<file path="src/rtl/alu_operand_seq_pkg.sv">
// Shared FSM state encodings and ALU opcode constants for the operand-entry stage.
// Imported by the entry FSM and the ALU so both agree on the opcode map.
package alu_operand_seq_pkg;

   typedef enum logic [1:0] {
      ST_A   = 2'd0,
      ST_B   = 2'd1,
      ST_OP  = 2'd2,
      ST_RUN = 2'd3
   } state_t;

   localparam logic [2:0] OP_ADD = 3'b000;
   localparam logic [2:0] OP_SUB = 3'b001;
   localparam logic [2:0] OP_NOT = 3'b010;
   localparam logic [2:0] OP_AND = 3'b011;
   localparam logic [2:0] OP_OR  = 3'b100;
   localparam logic [2:0] OP_XOR = 3'b101;
   localparam logic [2:0] OP_LT  = 3'b110;
   localparam logic [2:0] OP_EQ  = 3'b111;

endpackage

</file>
<file path="src/rtl/alu_operand_seq_btn_debounce.sv">
// Raw button conditioner: 2-flop sync, stability-count debounce, rising-edge press pulse.
// Press pulse lands 2 + DEB_CYCLES + 1 cycles after a clean edge; no backpressure.
module btn_debounce #(
   parameter logic [15:0] DEB_CYCLES = 16'd50000,
   parameter int          CNT_W      = 16
) (
   input  logic clk,
   input  logic rst_n,
   input  logic i_btn,
   output logic o_level,
   output logic o_press
);

   localparam logic [CNT_W-1:0] DEB_LAST = CNT_W'(DEB_CYCLES - 16'd1);

   logic             r_sync1;
   logic             r_sync2;
   logic             r_level;
   logic             r_level_d;
   logic             r_press;
   logic [CNT_W-1:0] r_cnt;

   always_ff @(posedge clk or negedge rst_n) begin
      if (!rst_n) begin
         r_sync1   <= 1'b0;
         r_sync2   <= 1'b0;
         r_level   <= 1'b0;
         r_level_d <= 1'b0;
         r_press   <= 1'b0;
         r_cnt     <= '0;
      end else begin
         r_sync1   <= i_btn;
         r_sync2   <= r_sync1;
         r_level_d <= r_level;
         r_press   <= r_level & ~r_level_d;
         // Any return to the accepted level restarts the stability window.
         if (r_sync2 == r_level) begin
            r_cnt <= '0;
         end else if (r_cnt == DEB_LAST) begin
            r_level <= r_sync2;
            r_cnt   <= '0;
         end else begin
            r_cnt <= r_cnt + 1'b1;
         end
      end
   end

   assign o_level = r_level;
   assign o_press = r_press;

endmodule

</file>
<file path="src/rtl/alu_operand_seq.sv">
// Operand-entry sequencer: captures A, B and opcode from one switch bank on debounced presses.
// Outputs update the cycle after a press; op_valid is a single registered pulse; no backpressure.
module alu_operand_seq
   import alu_operand_seq_pkg::*;
#(
   parameter logic [15:0] DEB_CYCLES = 16'd50000,
   parameter int          CNT_W      = 16
) (
   input  logic       clk,
   input  logic       rst_n,
   input  logic [3:0] sw,
   input  logic       btn_next,
   input  logic       btn_clr,
   output logic [3:0] a,
   output logic [3:0] b,
   output logic [2:0] ctrl,
   output logic       op_valid,
   output logic [1:0] state
);

   logic       w_next_press;
   logic       w_clr_press;
   logic       w_unused_next_level;
   logic       w_unused_clr_level;

   state_t     r_state;
   state_t     w_state_nxt;
   logic [3:0] r_a;
   logic [3:0] r_b;
   logic [2:0] r_ctrl;
   logic       r_op_valid;
   logic [3:0] w_a_nxt;
   logic [3:0] w_b_nxt;
   logic [2:0] w_ctrl_nxt;
   logic       w_op_valid_nxt;

   btn_debounce #(
      .DEB_CYCLES (DEB_CYCLES),
      .CNT_W      (CNT_W)
   ) u_next_deb (
      .clk     (clk),
      .rst_n   (rst_n),
      .i_btn   (btn_next),
      .o_level (w_unused_next_level),
      .o_press (w_next_press)
   );

   btn_debounce #(
      .DEB_CYCLES (DEB_CYCLES),
      .CNT_W      (CNT_W)
   ) u_clr_deb (
      .clk     (clk),
      .rst_n   (rst_n),
      .i_btn   (btn_clr),
      .o_level (w_unused_clr_level),
      .o_press (w_clr_press)
   );

   always_ff @(posedge clk or negedge rst_n) begin
      if (!rst_n) begin
         r_state    <= ST_A;
         r_a        <= 4'h0;
         r_b        <= 4'h0;
         r_ctrl     <= 3'b000;
         r_op_valid <= 1'b0;
      end else begin
         r_state    <= w_state_nxt;
         r_a        <= w_a_nxt;
         r_b        <= w_b_nxt;
         r_ctrl     <= w_ctrl_nxt;
         r_op_valid <= w_op_valid_nxt;
      end
   end

   // Clear takes priority so a simultaneous next press is simply dropped.
   always_comb begin
      w_state_nxt    = r_state;
      w_a_nxt        = r_a;
      w_b_nxt        = r_b;
      w_ctrl_nxt     = r_ctrl;
      w_op_valid_nxt = 1'b0;
      if (w_clr_press) begin
         w_state_nxt = ST_A;
         w_a_nxt     = 4'h0;
         w_b_nxt     = 4'h0;
         w_ctrl_nxt  = 3'b000;
      end else if (w_next_press) begin
         case (r_state)
            ST_A: begin
               w_a_nxt     = sw;
               w_state_nxt = ST_B;
            end
            ST_B: begin
               w_b_nxt     = sw;
               w_state_nxt = ST_OP;
            end
            ST_OP: begin
               w_ctrl_nxt     = sw[2:0];
               w_state_nxt    = ST_RUN;
               w_op_valid_nxt = 1'b1;
            end
            default: begin
               w_state_nxt = ST_A;
            end
         endcase
      end
   end

   assign a        = r_a;
   assign b        = r_b;
   assign ctrl     = r_ctrl;
   assign op_valid = r_op_valid;
   assign state    = r_state;

endmodule

</file>
<file path="config.mk">
export PLATFORM = sky130hd
export DESIGN_NAME = alu_operand_seq
export DESIGN_NICKNAME = d
export VERILOG_FILES = /design/src/rtl/alu_operand_seq_pkg.sv /design/src/rtl/alu_operand_seq_btn_debounce.sv /design/src/rtl/alu_operand_seq.sv
export SDC_FILE = /design/constraint.sdc
export NUM_CORES = 1
export LEC_CHECK = 0
export CORE_MARGIN = 2
export CORE_UTILIZATION = 60
export CTS_CLUSTER_DIAMETER = 40
export CTS_CLUSTER_SIZE = 16
export DETAILED_ROUTE_END_ITERATION = 8
export PLACE_DENSITY = 0.9
export SYNTH_ARGS = -nofsm -noshare
export SYNTH_HDL_FRONTEND = slang
export SYNTH_SLANG_ARGS = --single-unit
</file>
<file path="constraint.sdc">
create_clock -name clk -period 2.7 [get_ports clk]
set_input_delay 0.405 -clock clk [delete_from_list [all_inputs] [get_ports clk]]
set_output_delay 0.405 -clock clk [all_outputs]
set_load 0.02 [all_outputs]
</file>
==> reports/results.md, run 1 <==
• state[0] — capturing element of the worst setup path
• 0 — number of buffers added for setup after CTS
• 275 — fin nets
• 5 — worst-case reg-to-reg path depth
• output port — endpoint kind of the worst setup timing path
• 1 — total number of cells along the worst setup path
• 0 — Hold Fails Final Rpt
• 4760 sq um — die footprint
• 0.716 ns — Worst Tran Pin Value
• in -> async — Hold WC Path Type
• 0 — antenna violations before repair
• 14.6 um — WL per Instance
• 69 um — Die Y
• 2 — depth of the CTS H-tree
• 4560 um — Post-Route WL
• 1.37 ns — arrival time worst endpoint
• 1765 — via count
• 283 — Filler Cell Count
• 23 — total number of placement rows
• 1060 sq um — area occupied by multi-input gates
• 1.39 mW — post-route total power
• 4 — first-pass iteration count of the detailed router
• 0.00884 ns — worst clock skew
• 0 ns — TNS Setup
• 1400 sq um — Register Area
• dfrtp_1 — leading cell type in the layout, fill and taps excluded
• clkdlybuf4s50_1 — list of cells traversed by the critical path
• 5 — TritonCTS Buffers
• 0 — Slew Viols, Final
• 0.10 ns — register clock-pin slew on the reported worst setup and hold paths
• finished, final reports clean — run status
• 8150 um — global-route wire length before repair
• 13.2% — Area growth, synth to finish
• 1.01 ns — setup slack, reg-to-reg
• 1666 — via count of the first global-routing pass
• 1.18 nW — LEAKAGE
• 35 — largest net degree at the start of global routing
• 56 — number of sinks on the clock net
• 0.565 GHz — highest clock frequency the design can meet
• 1.77 ns — minimum clock period after layout
• 0.335 mV — maximum resistive drop on vdd
• 0 — Post-route DRC
• 10.6 sq um — synthesized area divided by synthesized cell count
• 0.553 — post-synthesis sequential area ratio
• 0 — quantity of hold-fixing buffers added after cts
• flop — crit path launch type
• 0 — antenna fix cells
• 0 — post-cts repair resize count
• 0.31 ns — clock latency on the worst-skew pair
• 3160 um — detailed placer's ending HPWL
• 4 — maximum fanout along the worst path
• 0.0798 — fraction of final layout cells sized beyond drive strength 1
• 2 — CTS Buffer Depth
• 0.629 — starting density of the core
• u_next_deb.r_cnt[0]$_DFF_PN0_ — R2R Path Start
• u_next_deb.r_cnt[5]$_DFF_PN0_ — Worst R2R End
• state[0]$_DFFE_PN0P_ — crit path launch
• 5.64 — average vias per placed instance
• 0 — maximum capacitance violations
• 56 — post-synthesis sequential element count
• 1 — CP Buf/Inv Count
• 0 — antenna violation net count after detailed routing
• 239 — synthesized netlist cell count
• no — unrepaired setup endpoints after global routing
• buffers and inverters — Top delay family on crit path
• 225 — DRC marker count from the first detailed-route iteration
• 22 — I/O pin cnt
• yes — CTS tree
• 0.842 — placer congestion estimate
• clkdlybuf4s50_1 — CP max-delay cell
• 0.212 — aggregate global-route resource usage
• 56 x dfrtp_1, 38 x nor2_1, 25 x xnor2_1, 20 x nand2_1, 20 x clkdlybuf4s50_1 — most used cells in the layout excluding fill and tap cells
• 2530 sq um — post-synth design cell area
• 0.656 — final clock period utilization by the worst path
• 2.30 ns — Crit path required time
• 0 — leftover overflow at the end of global routing
• 69 um — horizontal extent of the die
• 252 — Synth Net Count
• 4030 sq um — placeable core region
• 0 — warnings from Yosys
• 0.523 — Rel. slew slack
• 483 nW/um^2 — Pwr per Cell Area
• clkbuf_8 — clock root buffer
• 0 — number of failing setup endpoints in the final timing report
• reg -> out — Setup CP Type
• 21 — quantity of I/O buffers inserted on ports
• 29 — Cell variety after synth
• 0.63 ns — Slowest Stage Delay on Critical Path
## metal layers
metal  vias to the layer above  routed length (um)  GRT usage
met2                        47                2170      0.323
li1                        856                   -          -
met5                         -                   0          0
met4                         0                  76     0.0784
met3                         7                 193     0.0556
met1                       855                2120      0.296
## through the flow
stage               instance area (sq um)  std cells  hold WS, ns  utilization  setup slack (ns)
detailed placement                   2780        305        0.336        0.689              1.02
global placement                     2780        305        0.332        0.689              1.11
floorplan                            2530        239        0.109            -              1.25
CTS                                  2870        313        0.156        0.712             0.915
global route                         2870        313        0.198        0.712             0.886
finish                               2870        313        0.134        0.712             0.929
## cell usage after synthesis (all sizes together)
cell type / number / area (sq um)
a21oi: 11 / 55.1
and3: 3 / 18.8
and4b: 1 / 10.0
buf: 3 / 26.3
clkbuf: 4 / 16.3
dfrtp: 56 / 1400
ha: 5 / 62.6
inv: 7 / 26.3
mux2: 2 / 22.5
mux2i: 1 / 10.0
nand2: 22 / 87.6
nand3: 20 / 118
nand4: 11 / 83.8
nand4b: 1 / 8.76
nor2: 38 / 143
nor2b: 2 / 12.5
nor3: 8 / 40.0
nor4: 8 / 75.1
nor4b: 3 / 26.3
nor4bb: 2 / 20.0
xnor2: 25 / 219
xor2: 6 / 52.6
## cell type report
| cell class | instances | area share |
|---|---|---|
| clock buffers | 7 | 0.0301 |
| clock inverters | 1 | 0.00262 |
| inverters | 7 | 0.00916 |
| multi-input cells | 169 | 0.371 |
| flip-flops and latches | 56 | 0.488 |
| well taps | 50 | 0.0218 |
| repair buffers | 23 | 0.0768 |
## report_power, final
group / internal (mW) / switching (mW) / leakage, nW
Sequential: 0.848 / 0.00950 / 0.711
Clock: 0.209 / 0.269 / 0.0445
Combinational: 0.0184 / 0.0326 / 0.429
Total: 1.08 / 0.311 / 1.18
## sequential cells by signal, summed over array words and instances, names as in the netlist, 2 cells and up
register          cells
state                 2
b                     4
u_next_deb.r_cnt     16
ctrl                  3
a                     4
u_clr_deb.r_cnt      16
## cell families after synthesis
logic type      synth area share
simple gates               0.254
flops                      0.553
xor+xnor                   0.107
buf+inv                   0.0271
compound gates            0.0217
fa+ha+maj                 0.0247
mux                       0.0128
## worst min-delay path by stage
stage / start / end / slack [ns] / cells after the start
global placement: u_clr_deb.r_sync1$_DFF_PN0_ / u_clr_deb.r_sync2$_DFF_PN0_ / 0.33 / 0
detailed placement: u_clr_deb.r_sync1$_DFF_PN0_ / u_clr_deb.r_sync2$_DFF_PN0_ / 0.34 / 0
CTS: rst_n / u_clr_deb.r_cnt[15]$_DFF_PN0_ / 0.16 / 1
finish: rst_n / u_clr_deb.r_cnt[15]$_DFF_PN0_ / 0.13 / 1
floorplan: rst_n / a[0]$_DFFE_PN0P_ / 0.11 / 0
global route: rst_n / u_clr_deb.r_cnt[5]$_DFF_PN0_ / 0.20 / 1
Power figures use the tool's default switching activity.
==> run 2: changes to the inputs <==
- CORE_UTILIZATION: 60 -> 57
- PLACE_DENSITY: 0.9 -> 0.87
- clock period: 2.7 -> 1.8 ns (I/O delays scaled with it)
==> reports/results.md, run 2 (synthesis gave the netlist of run 1 again) <==
• finished, final reports clean — run status
• 56 — number of sinks on the clock net
• 0 — antenna violation net count after detailed routing
• 1.20 nW — LEAKAGE
• 0.158 ns — Worst Setup Slack, final
• 2.08 mW — post-route total power
• 0.572 — Rel. slew slack
• 0 — Hold Fails Final Rpt
• 0.0103 ns — worst clock skew
• 1.62 mW — cell-internal power
• u_next_deb.r_sync2$_DFF_PN0_ — terminating pin of the worst hold path
• 1.64 ns — minimum clock period after layout
• 0.642 ns — Worst Tran Pin Value
• 0.609 GHz — highest clock frequency the design can meet
• 14.2 um — WL per Instance
• 144 — DRC marker count from the first detailed-route iteration
• 0.223 — switching power share of the total
• 0.617 — part of the total power dissipated in sequential elements
• 351 — Filler Cell Count
• dfrtp_1 — leading cell type in the layout, fill and taps excluded
• reg -> reg — Hold WC Path Type
• buffers and inverters — Top delay family on crit path
• 1.53 ns — Crit path required time
• 0.912 — final clock period utilization by the worst path
• clkbuf_8 — clock root buffer
• 4 — first-pass iteration count of the detailed router
• 0.20 ns — setup slack, reg-to-reg
• clkdlybuf4s50_1 — list of cells traversed by the critical path
• yes — CTS tree
• u_next_deb.o_level$_DFFE_PN0P_ — Worst R2R End
• 4460 um — Post-Route WL
• u_next_deb.r_sync1$_DFF_PN0_ — startpoint of the lowest-slack hold path
• 2 — CTS Buffer Depth
• 1.37 ns — arrival time worst endpoint
• 0.31 ns — clock latency on the worst-skew pair
• 0.10 ns — register clock-pin slew on the reported worst setup and hold paths
• 70.7 um — horizontal extent of the die
• u_clr_deb.r_cnt x16, u_next_deb.r_cnt x16 — biggest regs
• 0.63 ns — Slowest Stage Delay on Critical Path
• 0 — leftover overflow at the end of global routing
• 2 — depth of the CTS H-tree
• 0 — antenna fix cells
• flop — crit path launch type
• 0.844 — placer congestion estimate
• no — unrepaired setup endpoints after global routing
• 70.7 um — Die Y
• 14.2% — Area growth, synth to finish
• 0 — maximum capacitance violations
• 24 — total number of placement rows
• 0.586 — starting density of the core
• 22 — I/O pin cnt
• 1760 — via count
• 4 — maximum fanout along the worst path
• 5.59 — average vias per placed instance
• 0.193 ns — Post-Place Setup Slack
• 56 x dfrtp_1, 38 x nor2_1, 25 x xnor2_1, 20 x nand2_1, 20 x clkdlybuf4s50_1 — most used cells in the layout excluding fill and tap cells
• 0.537 mV — maximum resistive drop on vdd
• 21 — quantity of I/O buffers inserted on ports
• 0 — Post-route DRC
• 3140 um — detailed placer's ending HPWL
• 1750 — via count of the first global-routing pass
• 4320 sq um — placeable core region
• 7780 um — global-route wire length before repair
• 1 — CP Buf/Inv Count
• 0 — number of failing setup endpoints in the final timing report
• 306 — Inst Count DP
• 0.197 — aggregate global-route resource usage
• 0.363 ns — Worst Hold Slack
• 0.465 mW — Psw
• 30 — largest net degree at the start of global routing
• u_next_deb.r_cnt[0]$_DFF_PN0_ — R2R Path Start
• 0.0798 — fraction of final layout cells sized beyond drive strength 1
• 0 — Slew Viols, Final
• 0 — cell count of the worst hold path
• 0.344 — clock power share
• 0 ns — TNS Setup
• 5000 sq um — die footprint
• 0.039 — Comb power frac
• output port — endpoint kind of the worst setup timing path
• 0 — antenna violations before repair
• 4 — worst-case reg-to-reg path depth
• 275 — fin nets
• 720 nW/um^2 — Pwr per Cell Area
• reg -> out — Setup CP Type
• 5 — TritonCTS Buffers
• 315 — fin cells
• clkdlybuf4s50_1 — CP max-delay cell
-- run 2: power groups by stage --
stage | Clock [mW] | Combinational [mW] | Sequential (mW)
final | 0.717 | 0.0808 | 1.29
after global routing | 0.781 | 0.0941 | 1.29
after CTS | 0.729 | 0.0817 | 1.29
after detailed placement | 0 | 0.0792 | 1.31
after global placement | 0 | 0.0777 | 1.31
after floorplan | 0 | 0.0303 | 1.31
-- run 2: final cells by class --
cell class	count	area [sq um]	share of cell area
Multi-Input combinational cell	169	1070	0.370
Timing Repair Buffer	23	235	0.0813
Tap cell	52	65.1	0.0225
Clock buffer	6	82.6	0.0285
Clock inverter	2	13.8	0.00476
Inverter	7	26.3	0.00908
Sequential cell	56	1400	0.484
-- run 2: worst max-delay path by stage --
stage	end	cells past startpoint	start	slack [ns]
6_report	state[0]	1	state[0]$_DFFE_PN0P_	0.16
2_1_floorplan	u_next_deb.r_cnt[10]$_DFF_PN0_	6	u_next_deb.r_cnt[0]$_DFF_PN0_	0.35
3_5_place_dp	u_next_deb.r_cnt[4]$_DFF_PN0_	5	u_next_deb.r_cnt[0]$_DFF_PN0_	0.19
4_1_cts	state[0]	1	state[0]$_DFFE_PN0P_	0.14
3_3_place_gp	u_next_deb.r_cnt[3]$_DFF_PN0_	5	u_next_deb.r_cnt[0]$_DFF_PN0_	0.27
5_1_grt	u_next_deb.r_cnt[4]$_DFF_PN0_	5	u_next_deb.r_cnt[0]$_DFF_PN0_	0.02
-- run 2: what timing repair did --
action | in CTS | in global routing
endpoints found under the setup margin | 0 | 15
endpoints found under the hold margin | 27 | 0
resized for setup | 0 | 1
hold buffers | 1 | 0
buffers inserted | 0 | 0
-- run 2: per-stage QoR --
step / cell area [sq um] / utilization
floorplan: 2530 / -
global placement: 2780 / 0.644
detailed placement: 2780 / 0.644
CTS: 2890 / 0.668
global route: 2890 / 0.669
finish: 2890 / 0.669
-- run 2: routing by layer --
layer  track usage  wire, um  vias to the layer above
met4        0.0671        51                        0
met2         0.330      2240                       40
met3        0.0399       188                        5
li1              -         -                      859
met5             0         0                        -
met1         0.258      1980                      856
